<file path="src/rtl/command_word_sequencer_8259_if.sv">
// command_word_sequencer_8259_if: write strobes and command byte in, PIC configuration and command pulses out
interface command_word_sequencer_8259_if;
    logic       write_initial_command_word_1;
    logic       write_initial_command_word_2_4;
    logic       write_operation_control_word_1;
    logic       write_operation_control_word_2;
    logic       write_operation_control_word_3;
    logic [7:0] internal_data_bus;
    logic       init_done;
    logic       level_triggered;
    logic       single_mode;
    logic [4:0] vector_base;
    logic [7:0] cascade_config;
    logic       auto_eoi;
    logic       buffered_mode;
    logic       buffered_master;
    logic       special_fully_nested;
    logic [7:0] interrupt_mask;
    logic       rotate_on_auto_eoi;
    logic       special_mask_mode;
    logic       read_isr_select;
    logic       eoi_pulse;
    logic       eoi_specific;
    logic       eoi_rotate;
    logic [2:0] eoi_level;
    logic       set_priority_pulse;
    logic       poll_pulse;

    modport master (
        output write_initial_command_word_1, write_initial_command_word_2_4,
               write_operation_control_word_1, write_operation_control_word_2,
               write_operation_control_word_3, internal_data_bus,
        input  init_done, level_triggered, single_mode, vector_base, cascade_config,
               auto_eoi, buffered_mode, buffered_master, special_fully_nested,
               interrupt_mask, rotate_on_auto_eoi, special_mask_mode, read_isr_select,
               eoi_pulse, eoi_specific, eoi_rotate, eoi_level, set_priority_pulse, poll_pulse
    );

    modport slave (
        input  write_initial_command_word_1, write_initial_command_word_2_4,
               write_operation_control_word_1, write_operation_control_word_2,
               write_operation_control_word_3, internal_data_bus,
        output init_done, level_triggered, single_mode, vector_base, cascade_config,
               auto_eoi, buffered_mode, buffered_master, special_fully_nested,
               interrupt_mask, rotate_on_auto_eoi, special_mask_mode, read_isr_select,
               eoi_pulse, eoi_specific, eoi_rotate, eoi_level, set_priority_pulse, poll_pulse
    );
endinterface

</file>
<file path="src/rtl/command_word_sequencer_8259.sv">
// command_word_sequencer_8259: 8259A ICW1-4 init sequencer and OCW1-3 command decoder
module command_word_sequencer_8259 (
    input logic clock,
    input logic reset,
    command_word_sequencer_8259_if.slave bus
);
    typedef enum logic [2:0] {UNINIT, WAIT_ICW2, WAIT_ICW3, WAIT_ICW4, READY} state_t;

    state_t     state_q, state_d;
    logic       init_done_q, ltim_q, sngl_q, ic4_q;
    logic [4:0] vector_base_q;
    logic [7:0] cascade_q, mask_q;
    logic       aeoi_q, buf_q, bm_q, sfnm_q;
    logic       raeoi_q, smm_q, ris_q;
    logic       eoi_pulse_q, eoi_specific_q, eoi_rotate_q, setp_q, poll_q;
    logic [2:0] eoi_level_q;
    logic       icw1, a0w, ready;
    logic [7:0] d;

    assign icw1  = bus.write_initial_command_word_1;
    assign a0w   = bus.write_initial_command_word_2_4;
    assign d     = bus.internal_data_bus;
    assign ready = state_q == READY;

    always_comb begin
        state_d = icw1 ? WAIT_ICW2 :
                  !a0w ? state_q :
                  state_q == WAIT_ICW2 ? (!sngl_q ? WAIT_ICW3 : ic4_q ? WAIT_ICW4 : READY) :
                  state_q == WAIT_ICW3 ? (ic4_q ? WAIT_ICW4 : READY) :
                  state_q == WAIT_ICW4 ? READY : state_q;
    end

    always_ff @(posedge clock) begin
        if (reset) begin
            state_q        <= UNINIT;
            init_done_q    <= 1'b0;
            ltim_q         <= 1'b0;
            sngl_q         <= 1'b0;
            ic4_q          <= 1'b0;
            vector_base_q  <= 5'd0;
            cascade_q      <= 8'h07;
            mask_q         <= 8'h00;
            {sfnm_q, buf_q, bm_q, aeoi_q} <= 4'd0;
            {raeoi_q, smm_q, ris_q}       <= 3'd0;
            {eoi_pulse_q, eoi_specific_q, eoi_rotate_q, setp_q, poll_q} <= 5'd0;
            eoi_level_q    <= 3'd0;
        end else begin
            state_q     <= state_d;
            init_done_q <= state_d == READY;
            eoi_pulse_q <= 1'b0;
            setp_q      <= 1'b0;
            poll_q      <= 1'b0;
            if (icw1) begin
                ltim_q    <= d[3];
                sngl_q    <= d[1];
                ic4_q     <= d[0];
                mask_q    <= 8'h00;
                cascade_q <= 8'h07;
                {sfnm_q, buf_q, bm_q, aeoi_q} <= 4'd0;
                {raeoi_q, smm_q, ris_q}       <= 3'd0;
            end else begin
                if (a0w && state_q == WAIT_ICW2) vector_base_q <= d[7:3];
                if (a0w && state_q == WAIT_ICW3) cascade_q <= d;
                if (a0w && state_q == WAIT_ICW4) {sfnm_q, buf_q, bm_q, aeoi_q} <= d[4:1];
                if (ready && bus.write_operation_control_word_1) mask_q <= d;
                // OCW2 bits: D7=R, D6=SL, D5=EOI
                if (ready && bus.write_operation_control_word_2) begin
                    eoi_rotate_q   <= d[7];
                    eoi_specific_q <= d[6];
                    eoi_level_q    <= d[2:0];
                    eoi_pulse_q    <= d[5];
                    setp_q         <= d[7:5] == 3'b110;
                    if (d[6:5] == 2'b00) raeoi_q <= d[7];
                end
                if (ready && bus.write_operation_control_word_3) begin
                    poll_q <= d[2];
                    if (d[1]) ris_q <= d[0];
                    if (d[6]) smm_q <= d[5];
                end
            end
        end
    end

    assign bus.init_done            = init_done_q;
    assign bus.level_triggered      = ltim_q;
    assign bus.single_mode          = sngl_q;
    assign bus.vector_base          = vector_base_q;
    assign bus.cascade_config       = cascade_q;
    assign bus.auto_eoi             = aeoi_q;
    assign bus.buffered_mode        = buf_q;
    assign bus.buffered_master      = bm_q;
    assign bus.special_fully_nested = sfnm_q;
    assign bus.interrupt_mask       = mask_q;
    assign bus.rotate_on_auto_eoi   = raeoi_q;
    assign bus.special_mask_mode    = smm_q;
    assign bus.read_isr_select      = ris_q;
    assign bus.eoi_pulse            = eoi_pulse_q;
    assign bus.eoi_specific         = eoi_specific_q;
    assign bus.eoi_rotate           = eoi_rotate_q;
    assign bus.eoi_level            = eoi_level_q;
    assign bus.set_priority_pulse   = setp_q;
    assign bus.poll_pulse           = poll_q;
endmodule

</file>
<file path="src/flat_wrapper.sv">
// flat-port wrapper written by rule: the top's interface ports become plain ports
module command_word_sequencer_8259_flat 
  (clock, reset, bus_write_initial_command_word_1, bus_write_initial_command_word_2_4, bus_write_operation_control_word_1, bus_write_operation_control_word_2, bus_write_operation_control_word_3, bus_internal_data_bus, bus_init_done, bus_level_triggered, bus_single_mode, bus_vector_base, bus_cascade_config, bus_auto_eoi, bus_buffered_mode, bus_buffered_master, bus_special_fully_nested, bus_interrupt_mask, bus_rotate_on_auto_eoi, bus_special_mask_mode, bus_read_isr_select, bus_eoi_pulse, bus_eoi_specific, bus_eoi_rotate, bus_eoi_level, bus_set_priority_pulse, bus_poll_pulse);
  command_word_sequencer_8259_if bus_i ();
  input logic clock;
  input logic reset;
  input wire logic [$bits(bus_i.write_initial_command_word_1)-1:0] bus_write_initial_command_word_1;
  input wire logic [$bits(bus_i.write_initial_command_word_2_4)-1:0] bus_write_initial_command_word_2_4;
  input wire logic [$bits(bus_i.write_operation_control_word_1)-1:0] bus_write_operation_control_word_1;
  input wire logic [$bits(bus_i.write_operation_control_word_2)-1:0] bus_write_operation_control_word_2;
  input wire logic [$bits(bus_i.write_operation_control_word_3)-1:0] bus_write_operation_control_word_3;
  input wire logic [$bits(bus_i.internal_data_bus)-1:0] bus_internal_data_bus;
  output wire logic [$bits(bus_i.init_done)-1:0] bus_init_done;
  output wire logic [$bits(bus_i.level_triggered)-1:0] bus_level_triggered;
  output wire logic [$bits(bus_i.single_mode)-1:0] bus_single_mode;
  output wire logic [$bits(bus_i.vector_base)-1:0] bus_vector_base;
  output wire logic [$bits(bus_i.cascade_config)-1:0] bus_cascade_config;
  output wire logic [$bits(bus_i.auto_eoi)-1:0] bus_auto_eoi;
  output wire logic [$bits(bus_i.buffered_mode)-1:0] bus_buffered_mode;
  output wire logic [$bits(bus_i.buffered_master)-1:0] bus_buffered_master;
  output wire logic [$bits(bus_i.special_fully_nested)-1:0] bus_special_fully_nested;
  output wire logic [$bits(bus_i.interrupt_mask)-1:0] bus_interrupt_mask;
  output wire logic [$bits(bus_i.rotate_on_auto_eoi)-1:0] bus_rotate_on_auto_eoi;
  output wire logic [$bits(bus_i.special_mask_mode)-1:0] bus_special_mask_mode;
  output wire logic [$bits(bus_i.read_isr_select)-1:0] bus_read_isr_select;
  output wire logic [$bits(bus_i.eoi_pulse)-1:0] bus_eoi_pulse;
  output wire logic [$bits(bus_i.eoi_specific)-1:0] bus_eoi_specific;
  output wire logic [$bits(bus_i.eoi_rotate)-1:0] bus_eoi_rotate;
  output wire logic [$bits(bus_i.eoi_level)-1:0] bus_eoi_level;
  output wire logic [$bits(bus_i.set_priority_pulse)-1:0] bus_set_priority_pulse;
  output wire logic [$bits(bus_i.poll_pulse)-1:0] bus_poll_pulse;
  assign bus_i.write_initial_command_word_1 = bus_write_initial_command_word_1;
  assign bus_i.write_initial_command_word_2_4 = bus_write_initial_command_word_2_4;
  assign bus_i.write_operation_control_word_1 = bus_write_operation_control_word_1;
  assign bus_i.write_operation_control_word_2 = bus_write_operation_control_word_2;
  assign bus_i.write_operation_control_word_3 = bus_write_operation_control_word_3;
  assign bus_i.internal_data_bus = bus_internal_data_bus;
  assign bus_init_done = bus_i.init_done;
  assign bus_level_triggered = bus_i.level_triggered;
  assign bus_single_mode = bus_i.single_mode;
  assign bus_vector_base = bus_i.vector_base;
  assign bus_cascade_config = bus_i.cascade_config;
  assign bus_auto_eoi = bus_i.auto_eoi;
  assign bus_buffered_mode = bus_i.buffered_mode;
  assign bus_buffered_master = bus_i.buffered_master;
  assign bus_special_fully_nested = bus_i.special_fully_nested;
  assign bus_interrupt_mask = bus_i.interrupt_mask;
  assign bus_rotate_on_auto_eoi = bus_i.rotate_on_auto_eoi;
  assign bus_special_mask_mode = bus_i.special_mask_mode;
  assign bus_read_isr_select = bus_i.read_isr_select;
  assign bus_eoi_pulse = bus_i.eoi_pulse;
  assign bus_eoi_specific = bus_i.eoi_specific;
  assign bus_eoi_rotate = bus_i.eoi_rotate;
  assign bus_eoi_level = bus_i.eoi_level;
  assign bus_set_priority_pulse = bus_i.set_priority_pulse;
  assign bus_poll_pulse = bus_i.poll_pulse;
  command_word_sequencer_8259 u_core (.clock(clock), .reset(reset), .bus(bus_i));
endmodule
</file>
<file path="config.mk">
export PLATFORM = sky130hd
export DESIGN_NAME = command_word_sequencer_8259_flat
export DESIGN_NICKNAME = d
export VERILOG_FILES = /design/src/rtl/command_word_sequencer_8259_if.sv /design/src/rtl/command_word_sequencer_8259.sv /design/src/flat_wrapper.sv
export SDC_FILE = /design/constraint.sdc
export NUM_CORES = 1
export LEC_CHECK = 0
export CORE_MARGIN = 2
export CORE_UTILIZATION = 45
export DETAILED_ROUTE_END_ITERATION = 16
export PLACE_DENSITY = 0.76
export SLEW_MARGIN = 20
export SYNTH_ARGS = -nofsm -noshare
export SYNTH_HDL_FRONTEND = slang
export SYNTH_SLANG_ARGS = --single-unit
</file>
<file path="constraint.sdc">
create_clock -name clock -period 3.3 [get_ports clock]
set_input_delay 0.33 -clock clock [delete_from_list [all_inputs] [get_ports clock]]
set_output_delay 0.33 -clock clock [all_outputs]
set_load 0.02 [all_outputs]
</file>
Yosys cells after proc, flatten, opt, wreduce, memory -nomap -nowiden:

Cells that the tools add are included.

* eq/ne operators: 6
* mux-type cells: 7
* bitwise operators: 3
* reduce and logical (&&, ||, !) cells: 15

Operator list (count)
* 2-to-1 mux 3 bit: 7
* AND reduction 2 bit: 5
* equality test 3 bit (second input constant): 3
* equality test 3 x 2 -> 1 bit (second input constant): 2
* logical AND 1 bit: 6
* OR reduction 3 bit: 2
* equality test 3 x 1 -> 1 bit (second input constant): 1
* inverter 1 bit: 3
* logical NOT 2 bit: 1
* OR reduction 2 bit: 1

* flip-flop bits (word level): 43
* output and inout bits: 39
* logic and storage cells: 52

Longest topological paths before layout:

* depth in word-level cells: 7
* gate-level depth with buffers: 6

Worst setup path after synthesis:

OpenSTA, ideal clock, no wires.

* kind: reg2reg
* from: register u_core.state_q[0]
* to: register u_core.init_done_q, in the netlist u_core.bus.init_done
* setup time: 0.092 ns
* arrival: 1.239 ns
* required time: 3.208 ns
* path slack: 1.969 ns
* stages on the path, launching flop included: 7
* path buffers: 2
* cell sequence: dfxtp_1 -> buf_4 -> nand4bb_1 -> buf_6 -> o21ai_2 -> a221o_1 -> nor4_1

* longest elaborated chain between the ends: 7
* elaborated cells on any way between the ends: 9

Ends and longest elaborated chain
* start: declaration: line command_word_sequencer_8259.sv:9 `state_t state_q, state_d;`
* start signal: assignment: line command_word_sequencer_8259.sv:48 `state_q <= state_d;`
* equality test 3 x 2 -> 1 bit: line command_word_sequencer_8259.sv:30 `state_q == WAIT_ICW4 ? READY : state_q;`
* 2-to-1 mux 3 bit: line command_word_sequencer_8259.sv:30
* 2-to-1 mux 3 bit: line command_word_sequencer_8259.sv:29 `state_q == WAIT_ICW3 ? (ic4_q ? WAIT_ICW4 : READY) :`
* 2-to-1 mux 3 bit: line command_word_sequencer_8259.sv:28 `state_q == WAIT_ICW2 ? (!sngl_q ? WAIT_ICW3 : ic4_q ? WAIT_ICW4 : READY) :`
* 2-to-1 mux 3 bit (*): line command_word_sequencer_8259.sv:27 `!a0w ? state_q :`
* 2-to-1 mux 3 bit (*): line command_word_sequencer_8259.sv:26 `state_d = icw1 ? WAIT_ICW2 :`
* equality test 3 bit (*): line command_word_sequencer_8259.sv:49 `init_done_q <= state_d == READY;`
* end signal: assignment: line command_word_sequencer_8259.sv:36 `init_done_q <= 1'b0;`
* end signal: assignment: line command_word_sequencer_8259.sv:49
* end: declaration: line command_word_sequencer_8259.sv:10 `logic init_done_q, ltim_q, sngl_q, ic4_q;`

Mark *: on every way between the ends. The rest lies on a longest branch, timed or not.
A chain may end at the register's enable or synchronous reset.

Final worst setup path:

* from: input reset
* to: register u_core.mask_q[6], in the netlist u_core.bus.interrupt_mask[6]

* longest elaborated chain between the ends: 1

Ends and longest elaborated chain
* start: declaration: line flat_wrapper.sv:6 `input logic reset;`
* OR reduction 2 bit (no line)
* end signal: assignment: line command_word_sequencer_8259.sv:42 `mask_q <= 8'h00;`
* end signal: assignment: line command_word_sequencer_8259.sv:57 `mask_q <= 8'h00;`
* end signal: assignment: line command_word_sequencer_8259.sv:65 `if (ready && bus.write_operation_control_word_1) mask_q <= d;`
* end: declaration: line command_word_sequencer_8259.sv:12 `logic [7:0] cascade_q, mask_q;`

No other way between the ends.

==> summary.md <==
| Metric | Value |
|---|---|
| Vias | `1389` |
| CTS buffer count | `5` |
| Post_cts resized | `0` |
| DP Wirelength | `2825 µm` |
| Pwr per Cell Area | `381.9 nW/µm²` |
| Port bufs | `53` |
| First drt pass iteration count | `6` |
| Skew-Pair Late Insertion Delay | `0.34 ns` |
| Tightest Pin Transition | `0.5887 ns` |
| CP bufs+invs | `2` |
| Final WL | `3864 µm` |
| Routability cong. | `0.7778` |
| Row count | `21` |
| Largest net degree at the start of global routing | `17` |
| Worst Path Required | `3.53 ns` |
| Seq/Total Area, Yosys | `0.5325` |
| Diode count | `0` |
| CTS tree | `yes` |
| H-tree Lvls | `2` |
| CP endpoint kind | `flop` |
| Max stage delay on crit path | `0.78 ns` |
| Detailed-route DRC error count | `0` |
| Max cap viols | `0` |
| Full die area | `4088 µm²` |
| Peak supply drop | `around 220 µV` |
| EDFF count, synth | `0` |
| Crit path DAT | `1.99 ns` |
| Hold slack | `0.4651 ns` |
| Slew Limit Fails | `0` |
| Top post-synthesis cells by area | `dfxtp_1 53%, mux2i_1 12%, nand2_1 8.1%` |
| Critical hold path startpoint | `u_core.bus.cascade_config[6]` |
| Fillers | `287` |
| Critical path type | `in -> reg` |
| Post-Syn Nets | `just under 200` |
| Crit path time final | `1.760 ns` |
| Setup ws final | `about 1.5 ns` |
| Status | `finished clean` |
| CP max stage cell | `clkdlybuf4s50_1` |
| I/O pin cnt | `54` |
| Post-CTS Hold Fix Bufs | `0` |
| Register area | `860.8 µm²` |
| Post-CTS setup buffer count | `0` |
| Layout cell share with drive strength beyond 1 | `0.03463` |
| Count of state elements after synthesis | `43` |
| Gr ovfl total | `0` |
| Yosys warns | `0` |
| Final hold violations | `0` |
| DRT iter0 DRCs | `between 70 and 80` |
| Mapped Area | `about 1600 µm²` |
| Die Width | `63.94 µm` |
| Period utilisation layout | `0.5333` |
| Die H | `~64 µm` |
| RSZ-0062 raised after global routing | `false` |
| Fmax | `568.2 MHz` |
| Starting Density | `0.4769` |
| Total GRT Usage | `0.2003` |
| Synth async-reset ratio | `0` |
| Leak | `0.8944 nW` |
| Endpoints failing setup | `0` |
| Final nets | `247` |
| First-pass GRT wire length | `6313 µm` |
| Wire length per cell | `~14 µm` |
| CP max FO | `16` |
| RR Startpoint | `u_core.state_q[0]` |
| Number of global-route vias before repair | `around 1300` |
| Total core area | `about 3400 µm²` |
| Clock Tree Buf Depth | `2` |
| CP Cell Sequence | `clkdlybuf4s50_1 -> or2_0 -> buf_4 -> a21oi_1` |
| Routed Antenna Nets | `0` |
| Num Clock Sinks | `43` |
| Critical Path Start | `reset` |
| Share of the synthesized area in the top cell type | `0.5325` |
| Area leader, netlist | `dfxtp_1` |
| Setup tns final | `0 ns` |
| Hold Crit Class | `reg -> reg` |
| Worst clock skew | `between 0.007 and 0.008 ns` |
| Synth Flop Type | `dfxtp_1` |
| Cell family with most CP delay | `buffers and inverters` |
| Area occupied by multi-input gates | `704.4 µm²` |
| Yosys cell types | `25` |
| CP startpoint kind | `primary input` |
| Area grow syn2layout | `36.69%` |
| Synthesized area per cell | `9.031 µm²` |
| Clk root buf | `clkbuf_4` |
| Synth Instances | `179` |
| Antenna violations before repair | `0` |
| Place WS | `1.192 ns` |
| Clock slew at reported path FFs | `0.11 ns` |
| DR vias/cell | `5.014` |
| Slew headroom | `0.5974` |
==> power by group <==
| part | switching, W | total (W) | internal [W] |
|---|---|---|---|
| Combinational | 0.0000437 | 0.0000811 | 0.0000373 |
| Sequential | 0.00000751 | 0.000533 | 0.000526 |
| Clock | 0.000153 | 0.000229 | 0.0000761 |
==> kinds of logic after synthesis <==
family | count (synthesis) | synth area share
flops | 43 | 0.5325
compound gates | 20 | 0.07276
simple gates | 86 | 0.2392
mux | 20 | 0.1238
buf+inv | 10 | 0.03173
==> metal layers <==
metal / vias to the layer above / part of all wire / GRT usage
met3: 5 / 0.048 / 0.04401
li1: 706 / - / -
met1: 635 / 0.47 / 0.2682
met4: 0 / 0.010 / 0.06522
met2: 43 / 0.47 / 0.3203
met5: - / 0 / 0
==> synth_stat cells (3+ instances only) <==
master,number
dfxtp_1,43
nand2_1,35
mux2i_1,20
a21oi_1,14
nand2b_1,3
nor2_1,27
clkbuf_1,4
nand3_1,8
==> final timing paths <==
path / endpoint / slack [ns] / cells after the start
min reg2reg: u_core.bus.cascade_config[6] / 0.47 / 2
max reg2reg: u_core.bus.init_done / 1.63 / 4
min: u_core.bus.cascade_config[6] / 0.47 / 2
max: u_core.bus.interrupt_mask[6] / 1.54 / 4
==> area by class of cell <==
type / instances / area share
clock buffers: 6 / 0.01869
multi-input cells: 126 / 0.3188
well taps: 46 / 0.02605
inverters: 2 / 0.003398
repair buffers: 54 / 0.2435
flip-flops and latches: 43 / 0.3896
==> per-stage QoR <==
stage               utilization  power (W)  instances  area [µm²]
floorplan                     -  0.0005830        179        1617
global placement         0.6397  0.0006241        271        2168
detailed placement       0.6397  0.0006253        271        2168
CTS                      0.6519  0.0008466        277        2210
global route             0.6519  0.0008773        277        2210
finish                   0.6519  0.0008439        277        2210
==> placed cells by master (no fill, tap or decap), drive strengths merged <==
cell type | netlist | layout
clkdlybuf4s50 | 0 | 53
dfxtp | 43 | 43
nand2 | 35 | 35
nor2 | 27 | 27
mux2i | 20 | 20
a21oi | 14 | 14
nand3 | 8 | 8
clkbuf | 4 | 6
nand2b | 3 | 3
o21ai | 3 | 3
nor2b | 2 | 2
and2 | 2 | 2
nor3 | 2 | 2
a221o | 2 | 2
inv | 2 | 2
nor4 | 2 | 2
or2 | 1 | 1
nor3b | 1 | 1
nand4bb | 1 | 1
a2111oi | 1 | 1
nand4b | 1 | 1
and4 | 1 | 1
buf | 4 | 1
==> sequential cells by signal, indices dropped and copies added (netlist names), 3 cells and up <==
name	cells
u_core.bus.interrupt_mask	8
u_core.bus.vector_base	5
u_core.bus.cascade_config	8
u_core.state_q	3
u_core.bus.eoi_level	3
==> tightest hold or removal path, delay by kind of cell (launching register included) <==
kind,cells,cell delay [ns]
flip-flops,1,0.33
AND/OR/NAND/NOR,1,0.05
AO/OA/AOI/OAI,1,0.05
Note: power is estimated with default switching activity, not from simulation.
